`config.mk`:
```
export PLATFORM = sky130hd
export DESIGN_NAME = onehot_splitter
export DESIGN_NICKNAME = d
export VERILOG_FILES = /design/src/rtl/onehot_splitter.sv
export SDC_FILE = /design/constraint.sdc
export NUM_CORES = 1
export LEC_CHECK = 0
export ABC_CLOCK_PERIOD_IN_PS = 3650
export CAP_MARGIN = 20
export CORE_UTILIZATION = 47
export CTS_CLUSTER_DIAMETER = 100
export CTS_CLUSTER_SIZE = 12
export DETAILED_ROUTE_END_ITERATION = 6
export HOLD_SLACK_MARGIN = 0.06
export PLACE_DENSITY = 0.79
export SKIP_LAST_GASP = 1
export SYNTH_ARGS = -nofsm -noshare
export SYNTH_HDL_FRONTEND = slang
export SYNTH_SLANG_ARGS = --single-unit
export TNS_END_PERCENT = 50
```
`constraint.sdc`:
```
create_clock -name clk -period 3.65 [get_ports clk]
set_clock_uncertainty 0.1 [all_clocks]
set_input_delay 0.5475 -clock clk [delete_from_list [all_inputs] [get_ports clk]]
set_output_delay 0.5475 -clock clk [all_outputs]
set_load 0.1 [all_outputs]
```
`src/rtl/onehot_splitter.sv`:
```
// ---------------------------------------------------------------------------
// onehot_splitter
//
// Takes a multi-bit request vector over a valid/ready handshake. It replays
// the vector downstream as a series of one-hot words, lowest set bit first.
// Every word it emits has exactly one bit set, so a one-hot encoder of the
// same width can use it directly. All-zero vectors are accepted, discarded,
// and reported with a one-cycle pulse.
//
// Ports
//   clk         rising-edge clock
//   rst_n       asynchronous, active-low reset
//   in_valid    upstream offers in_vec
//   in_ready    block accepts in_vec this cycle
//   in_vec      request vector, any bit pattern
//   out_valid   out_onehot holds a valid word
//   out_ready   downstream consumes the current word
//   out_onehot  current word (lowest pending bit)
//   out_last    current word is the final one of its vector
//   pend_cnt    bits still pending, including the current word
//   zero_drop   pulse: an all-zero vector was accepted and dropped
// ---------------------------------------------------------------------------
module onehot_splitter #(
  parameter int WIDTH = 8,
  localparam int CNT_W = $clog2(WIDTH + 1)
) (
  input  logic             clk,
  input  logic             rst_n,
  input  logic             in_valid,
  output logic             in_ready,
  input  logic [WIDTH-1:0] in_vec,
  output logic             out_valid,
  input  logic             out_ready,
  output logic [WIDTH-1:0] out_onehot,
  output logic             out_last,
  output logic [CNT_W-1:0] pend_cnt,
  output logic             zero_drop
);

  localparam logic [WIDTH-1:0] ONE = {{(WIDTH-1){1'b0}}, 1'b1};

  typedef enum logic {IDLE, EMIT} state_t;

  state_t           state_q, state_d;
  logic [WIDTH-1:0] pending_q, pending_d;
  logic             zero_drop_q, zero_drop_d;

  logic             emit;
  logic [WIDTH-1:0] lowest_bit;
  logic             single_bit;
  logic [CNT_W-1:0] pop_cnt;

  assign emit       = (state_q == EMIT);
  // Two's-complement trick: isolates the lowest set bit of pending.
  assign lowest_bit = pending_q & (~pending_q + ONE);
  // x & (x-1) clears the lowest set bit. A zero result on a non-zero x
  // means exactly one bit is set.
  assign single_bit = (pending_q != '0) && ((pending_q & (pending_q - ONE)) == '0);

  always_comb begin
    pop_cnt = '0;
    for (int i = 0; i < WIDTH; i++) begin
      pop_cnt = pop_cnt + CNT_W'(pending_q[i]);
    end
  end

  // Outputs depend only on registered state. The one exception is in_ready,
  // which looks at out_ready so that a finishing vector can be replaced
  // without a bubble cycle.
  assign out_valid  = emit;
  assign out_onehot = emit ? lowest_bit : '0;
  assign out_last   = emit && single_bit;
  assign pend_cnt   = emit ? pop_cnt : '0;
  assign zero_drop  = zero_drop_q;
  assign in_ready   = !emit || (single_bit && out_ready);

  always_comb begin
    state_d     = state_q;
    pending_d   = pending_q;
    zero_drop_d = 1'b0;

    // Retire the current word when downstream takes it.
    if (emit && out_ready) begin
      pending_d = pending_q & ~lowest_bit;
      if (single_bit) begin
        state_d = IDLE;
      end
    end

    // Accept a new vector. In EMIT this only happens on the last beat, and
    // that beat has already emptied pending above.
    if (in_valid && in_ready) begin
      if (in_vec != '0) begin
        pending_d = in_vec;
        state_d   = EMIT;
      end else begin
        zero_drop_d = 1'b1;
      end
    end
  end

  always_ff @(posedge clk or negedge rst_n) begin
    if (!rst_n) begin
      state_q     <= IDLE;
      pending_q   <= '0;
      zero_drop_q <= 1'b0;
    end else begin
      state_q     <= state_d;
      pending_q   <= pending_d;
      zero_drop_q <= zero_drop_d;
    end
  end

endmodule

```
; ---- After elaboration in Yosys (flattened, before gate mapping)
; Index checks and enable logic that the tools add are counted.
[totals]
input_bits = 12
elab_cells = 38
register_bits = 10
output_inout_bits = 16
[classes]
bitwise = 5
add_sub_neg = 9
mux = 11
reduce_logical = 10
[ops]
columns = op, n
row1 = 8-bit two-way mux, 4
row2 = 8-bit bitwise AND, 3
row3 = 4-bit by 1-bit adder with 4-bit output, 4
row4 = 8-bit inverter, 2
row5 = 8-bit nonzero test, 2
row6 = 8-bit by 1-bit adder with 8-bit output (second input constant), 1
row7 = 8-bit logical NOT, 1
row8 = 8-bit by 1-bit subtractor with 8-bit output (second input constant), 1
row9 = 1-bit two-way mux, 6
row10 = 1-bit logical AND, 5
row11 = 3-bit by 1-bit adder with 4-bit output, 1
row12 = 4-bit two-way mux, 1
row13 = 2-bit by 1-bit adder with 3-bit output, 1
row14 = 1-bit by 1-bit adder with 2-bit output, 1
row15 = 1-bit logical NOT, 1
row16 = 1-bit logical OR, 1

; ---- Longest topological paths before layout
; Gate-level depths: netlist of run 1.
[logic_depth]
depth_word = 8
depth_mapped = 10
ltp_nobuf = 10

; ---- Least setup slack after synthesis of run 1
; No wires, ideal clock.
[synth_timing]
path_kind = register to output
start = register state_q (netlist: out_valid)
end = output port out_onehot[4]
t_arrival_ps = 4400
path_stages_with_launch = 4
path_buffers = 1
required_time_ps = 3002
setup_slack_ps = -1398
path_cell_list = dfrtp_1 > clkbuf_1 > clkinv_1 > nor4_1
[synth_between]
elab_chain_cells = 1
[synth_lines]
columns = item, line
row1 = from (decl), 44  ; state_t state_q, state_d;
row2 = from (signal assigned), 108  ; state_q <= state_d;
row3 = 8-bit two-way mux, 71  ; assign out_onehot = emit ? lowest_bit : '0;
row4 = to (decl), 34  ; output logic [WIDTH-1:0] out_onehot,
; Every way passes these cells.

; ---- Worst setup path after layout of run 1
[layout_timing]
start = register pending_q[1]
end = output port pend_cnt[2]
[layout_between]
elab_chain_cells = 8
[layout_lines]
columns = item, line
row1 = from (decl), 45  ; logic [WIDTH-1:0] pending_q, pending_d;
row2 = from (signal assigned), 109  ; pending_q <= pending_d;
row3 = 1-bit by 1-bit adder with 2-bit output, 63  ; pop_cnt = pop_cnt + CNT_W'(pending_q[i]);
row4 = 2-bit by 1-bit adder with 3-bit output, 63
row5 = 3-bit by 1-bit adder with 4-bit output, 63
row6 = 4-bit by 1-bit adder with 4-bit output (4 in a row), 63
row7 = 4-bit two-way mux, 73  ; assign pend_cnt = emit ? pop_cnt : '0;
row8 = to (decl), 36  ; output logic [CNT_W-1:0] pend_cnt,
; Every way passes these cells.

==> results of run 1 <==
Yosys cell counts (4+ instances only):
library cell / count
o21ai_0: 7
fa_1: 4
nor2_1: 8
dfrtp_1: 10
inv_1: 16
nand2_1: 6
ha_1: 6
a31oi_1: 5
a21oi_1: 9
nor4_1: 5
how the worst max path moves through the flow:
stage | from | endpoint | slack, ns | cells past startpoint
floorplan | pending_q[3]$_DFF_PN0_ | pend_cnt[2] | -0.47 | 10
global placement | pending_q[1]$_DFF_PN0_ | pend_cnt[2] | 0.06 | 11
detailed placement | pending_q[1]$_DFF_PN0_ | pend_cnt[2] | -0.006 | 11
CTS | pending_q[1]$_DFF_PN0_ | pend_cnt[2] | -0.28 | 11
global route | pending_q[1]$_DFF_PN0_ | pend_cnt[2] | -0.41 | 11
finish | pending_q[1]$_DFF_PN0_ | pend_cnt[2] | -0.26 | 11
final cells by class:
| cell class | count | area, um^2 |
|---|---|---|
| Tap cell | 27 | 33.8 |
| Fill cell | 178 | 592 |
| Timing Repair Buffer | 31 | 313 |
| Sequential cell | 10 | 250 |
| Inverter | 17 | 63.8 |
| Multi-Input combinational cell | 84 | 673 |
| Clock buffer | 4 | 36.3 |
registers in the layout, indices dropped and copies added (netlist names):
name       count
zero_drop      1
pending_q      8
out_valid      1
logic make-up after synthesis:
| group | after synthesis | share of synthesized area, % |
|---|---|---|
| adder cells (fa/ha/maj) | 10 | 15.9 |
| XOR/XNOR | 1 | 0.895 |
| AO/OA/AOI/OAI | 36 | 26.9 |
| buffers and inverters | 22 | 9.97 |
| AND/OR/NAND/NOR | 36 | 19.8 |
| flip-flops | 10 | 25.6 |
| multiplexers | 1 | 1.02 |
repair_timing:
item / 4_1_cts / 5_1_grt
hold buffers: 0 / 0
gates resized for setup: 1 / 1
setup endpoints to repair: 2 / 3
pin swaps: 1 / 1
layer usage:
metal	up-vias	GRT usage [%]
li1	473	-
met1	471	33.7
met2	24	40.5
met3	2	4.53
met4	0	5.56
met5	-	0
worst max-delay path: stages, from the launching register on:
cell and delay [ns]:
dfrtp_1 0.40, fa_1 0.54, inv_1 0.05, fa_1 0.50
fa_1 0.42, inv_1 0.08, ha_2 0.17, inv_1 0.05
fa_2 0.33, xor2_1 0.15, nor2_2 0.13, buf_12 0.20
per-stage QoR:
step	TNS, ns	util, %	worst slack, ns
2_1_floorplan	-2.03	-	-0.466
3_3_place_gp	0	67.7	0.0598
3_5_place_dp	-0.00646	67.7	-0.00646
4_1_cts	-0.534	69.7	-0.282
5_1_grt	-0.853	69.8	-0.412
6_report	-0.495	69.8	-0.261
==> impl_metrics.csv, run 1 <==
group,metric,value,unit
synth,synth_warnings,0,
routing,wl,2500,um
routing,wl_met3,87,um
synth,synth_seq_cells,10,
timing,min_period,3.91,ns
run_status,violations,"negative setup slack",
timing,max_freq,0.256,GHz
setup_path,cp.arrival,3.26,ns
placed_design,place_inst,169,
setup_path,cp.required,3.00,ns
global_route,grt_pass1_wl,3860,um
synth,async_flop_share,100,%
routing,met2_length,1260,um
cells_and_area,drive_gt1_share,27.4,%
cts,cts_max_level,1,
global_route,grt_max_degree,20,
cts,cts_made_buffers,3,
synth,synth_top_cell_by_area,"dfrtp_1",
global_route,grt_pass1_vias,871,
routing,viasPerCell,5.61,
routing,avgRoutedWirePerCell,14.5,um
setup_path,r2r_cells,8,
timing,tightest_slew,0.959,ns
cts,clk_pin_slew_worst_paths,0.08,ns
timing,hold_viol,0,
placed_design,gp_congestion,0.903,
setup_path,timing.rr.start,"pending_q[0]$_DFF_PN0_",
timing,slew_violations,0,
synth,synth_cells,116,
cells_and_area,fin_cells,173,
cts,cts_sinks,10,
cells_and_area,final_cell_mix,"16 x inv_1, 15 x buf_4, 12 x clkdlybuf4s50_1, 10 x dfrtp_1, 9 x a21oi_1",
global_route,grt_usage,24.6,%
timing,layout_setup_ws,-0.261,ns
placed_design,place.port_buffers,27,
routing,ant_nets,0,
placed_design,placed_area,0.00133,mm^2
cts,cts_setup_buffers,0,
cells_and_area,final_common_cell,"inv_1",
timing,finalCritPeriodShare,107,%
synth,synth-edff-count,0,
synth,synth_area_leaders,"dfrtp_1 26%, fa_1 8.2%, ha_1 7.7%, inv_1 6.1%, a21oi_1 4.6%",
die,start_util,49.9,%
timing,finalSetupViolCount,2,
die,core,0.00196,mm^2
hold_path,hold_class,"in -> async",
die,rows,16,
setup_path,rr_endpoint,"out_valid$_DFF_PN0_",
die,die_area,0.00227,mm^2
global_route,overflow,0,
routing,dr.pass1.iters,4,
timing,rsz0062_at_grt,"true",
run_status,status,"finished with violations",
synth,ys.flop_type,"dfrtp_1",
cts,clk_latency,0.27,ns
routing,wl_met1,1140,um
setup_path,critPathMaxFanout,2,
cts,cts_max_path_buffers,2,
routing,routed.top_layer,"met4",
cells_and_area,area_growth,40.0,%
cells_and_area,final_area,0.00137,mm^2
global_route,antenna_found_initial,0,
cts,clock-root-buffer,"clkbuf_4",
cts,cts_tree,"yes",
flow_run,maxCapViolations,0,
die,ioPinCount,28,
routing,drtIter0Drc,30,
synth,ys_seq_area_share,25.6,%
synth,synth_area,978,um^2
setup_path,end_kind,"output port",
routing,vias,970,
synth,synth_top_area_share,25.6,%
routing,drc,0,
setup_path,criticalPathCategory,"reg -> out",
die,die_x,47.6,um
placed_design,hpwl,1940,um
timing,hold_slack,0.494,ns
setup_path,crit_path_start_kind,"flip-flop",
cells_and_area,final_nets,169,
synth,postSynthAreaPerCell,8.43,um^2
synth,yosysUniqueCellTypes,35,
die,die_h,47.6,um
synth,synth_nets,138,
timing,slew_headroom,35.8,%
setup_path,regToRegSetupSlack,1.29,ns
cells_and_area,diodes,0,
Power of run 1 is not shown: default switching activity piles up to over one toggle a cycle in this logic, so the estimate is an artifact.
==> run 2, diff against run 1 <==
ABC_CLOCK_PERIOD_IN_PS = 3200   (was 3650)
CORE_UTILIZATION = 42   (was 47)
PLACE_DENSITY = 0.75   (was 0.79)
SLEW_MARGIN = 25   (was unset)
clock period = 3.2 ns   (was 3.65 ns; I/O delays follow)
==> run 2 against run 1 <==
Hold slack got worse by 0.069 ns. Sequential share of layout area fell by 0.78 points. Via count rose by 3.6%. Sequential cell count did not move. Highest routed layer unchanged. Critical endpoint unchanged. Register-to-register slack got worse by 0.57 ns. The run still ends with negative setup slack left. Critical path depth did not move. Cell area rose by 5.5%. Die area rose by 11%.
==> impl_metrics.csv, run 2 (synthesized netlist as in run 1, its figures left out) <==
group,metric,value,unit
cts,clock-root-buffer,"clkbuf_4",
routing,ant_nets,0,
cells_and_area,area_growth,47.7,%
placed_design,gp_congestion,0.820,
cells_and_area,regMostFlops,"pending_q",
cts,cts_max_path_buffers,2,
die,die_x,50.3,um
die,rows,17,
cts,clk_pin_slew_worst_paths,0.07,ns
die,ioPinCount,28,
hold_path,hold_class,"in -> async",
setup_path,cp.required,2.62,ns
placed_design,place.port_buffers,27,
run_status,violations,"negative setup slack",
routing,vias,1005,
cells_and_area,diodes,0,
timing,finalCritPeriodShare,121,%
die,start_util,44.2,%
setup_path,cpPeakStageDelay,0.54,ns
setup_path,crit_cells,11,
cts,clk_latency,0.27,ns
routing,drtIter0Drc,35,
cells_and_area,drive_gt1_share,32.7,%
timing,min_period,3.87,ns
flow_run,maxCapViolations,0,
routing,dr.pass1.iters,6,
placed_design,placed_area,0.00141,mm^2
cts,cts_made_buffers,3,
placed_design,hpwl,2020,um
cts,cts_tree,"yes",
timing,finalSetupViolCount,4,
die,die_area,0.00253,mm^2
die,core,0.00221,mm^2
routing,wl,2630,um
setup_path,criticalPathCategory,"reg -> out",
cells_and_area,final_cell_mix,"16 x buf_4, 14 x inv_1, 11 x clkdlybuf4s50_1, 9 x a21oi_1, 8 x dfrtp_1",
global_route,antenna_found_initial,0,
global_route,grt_max_degree,20,
setup_path,rr_endpoint,"out_valid$_DFF_PN0_",
setup_path,cp_slowest_cell,"fa_1",
timing,max_freq,0.258,GHz
cells_and_area,final_common_cell,"buf_4",
die,die_h,50.3,um
run_status,status,"finished with violations",
cts,ctsHoldBuffers,0,
setup_path,critPathMaxFanout,2,
cells_and_area,final_area,0.00145,mm^2
cells_and_area,largest_register_ffs,8,
timing,tightest_slew,0.542,ns
setup_path,timing.rr.start,"pending_q[0]$_DFF_PN0_",
routing,viasPerCell,5.74,
setup_path,crit_chain,"fa_1 -> inv_1 -> fa_1 -> fa_1 -> inv_2 -> ha_4 -> inv_2 -> fa_2 -> xor2_2 -> nor2_4 -> buf_12",
cts,cts_setup_buffers,0,
setup_path,cp_num_buf_inv,4,
setup_path,r2r_cells,9,
setup_path,crit_path_start_kind,"flip-flop",
cells_and_area,final_nets,171,
setup_path,regToRegSetupSlack,0.72,ns
setup_path,end_kind,"output port",
global_route,overflow,0,
timing,tns,-1.83,ns
global_route,grt_pass1_wl,4320,um
setup_path,cp.arrival,3.29,ns
routing,avgRoutedWirePerCell,15.0,um
timing,slew_headroom,63.6,%
cts,cts_max_level,1,
routing,drc,0,
setup_path,crit_top_cell,"fa_1",
timing,layout_setup_ws,-0.672,ns
timing,slew_violations,0,
global_route,grt_pass1_vias,965,
cts,cts_sinks,10,
global_route,grt_usage,23.1,%
timing,hold_viol,0,
timing,rsz0062_at_grt,"true",
setup_path,crit_family,"adder cells",
[run 2: cell types whose count changed in the layout (fill, tap and decap cells not counted), sizes merged]
cell	delta
buf	+3
clkbuf	-1
clkdlybuf4s50	-1
[run 2: area by class of cell]
class	count	area, um^2
sequential	10	253
timing repair buffer	33	350
inverter	17	63.8
fill	202	767
multi-input combinational	84	721
tap	28	35.0
clock buffer	3	22.5
[run 2: how the worst max path moves through the flow]
stage                                      start           to  slack [ns]
final                     pending_q[1]$_DFF_PN0_  pend_cnt[2]       -0.67
after global routing      pending_q[1]$_DFF_PN0_  pend_cnt[2]       -0.77
after CTS                 pending_q[1]$_DFF_PN0_  pend_cnt[2]       -0.73
after detailed placement  pending_q[1]$_DFF_PN0_  pend_cnt[2]       -0.44
after global placement    pending_q[1]$_DFF_PN0_  pend_cnt[2]       -0.32
after floorplan           pending_q[3]$_DFF_PN0_  pend_cnt[2]       -0.53
[run 2: worst reg2reg max path, stage by stage (launching register included)]
cell       delay (ns)
dfrtp_1          0.40
buf_4            0.16
inv_1            0.09
ha_1             0.21
nand2b_1         0.21
a2111oi_0        0.47
or3_2            0.23
nand3_2          0.09
buf_4            0.19
a22o_1           0.23
[run 2: stage by stage]
step,worst slack [ns],utilization (%),cells,hold slack (ns)
finish,-0.672,65.3,175,0.425
global route,-0.768,65.3,175,0.455
CTS,-0.728,64.9,175,0.446
detailed placement,-0.444,63.7,172,0.546
global placement,-0.321,63.7,172,0.522
floorplan,-0.531,-,116,0.0844
[run 2: repair_timing]
item	CTS	global route
setup endpoints to repair	4	4
pin swaps	1	1
resized for setup	2	2
[run 2: per-layer routing]
layer  global-route usage (%)  up-vias  part of all wire, %
met3                     4.85        8                  4.8
met1                     26.9      482                   41
met2                     41.8       38                   53
li1                         -      477                    -
met5                        0        -                    0
met4                     6.67        0                  1.5
Power of run 2 is left out for the same reason.
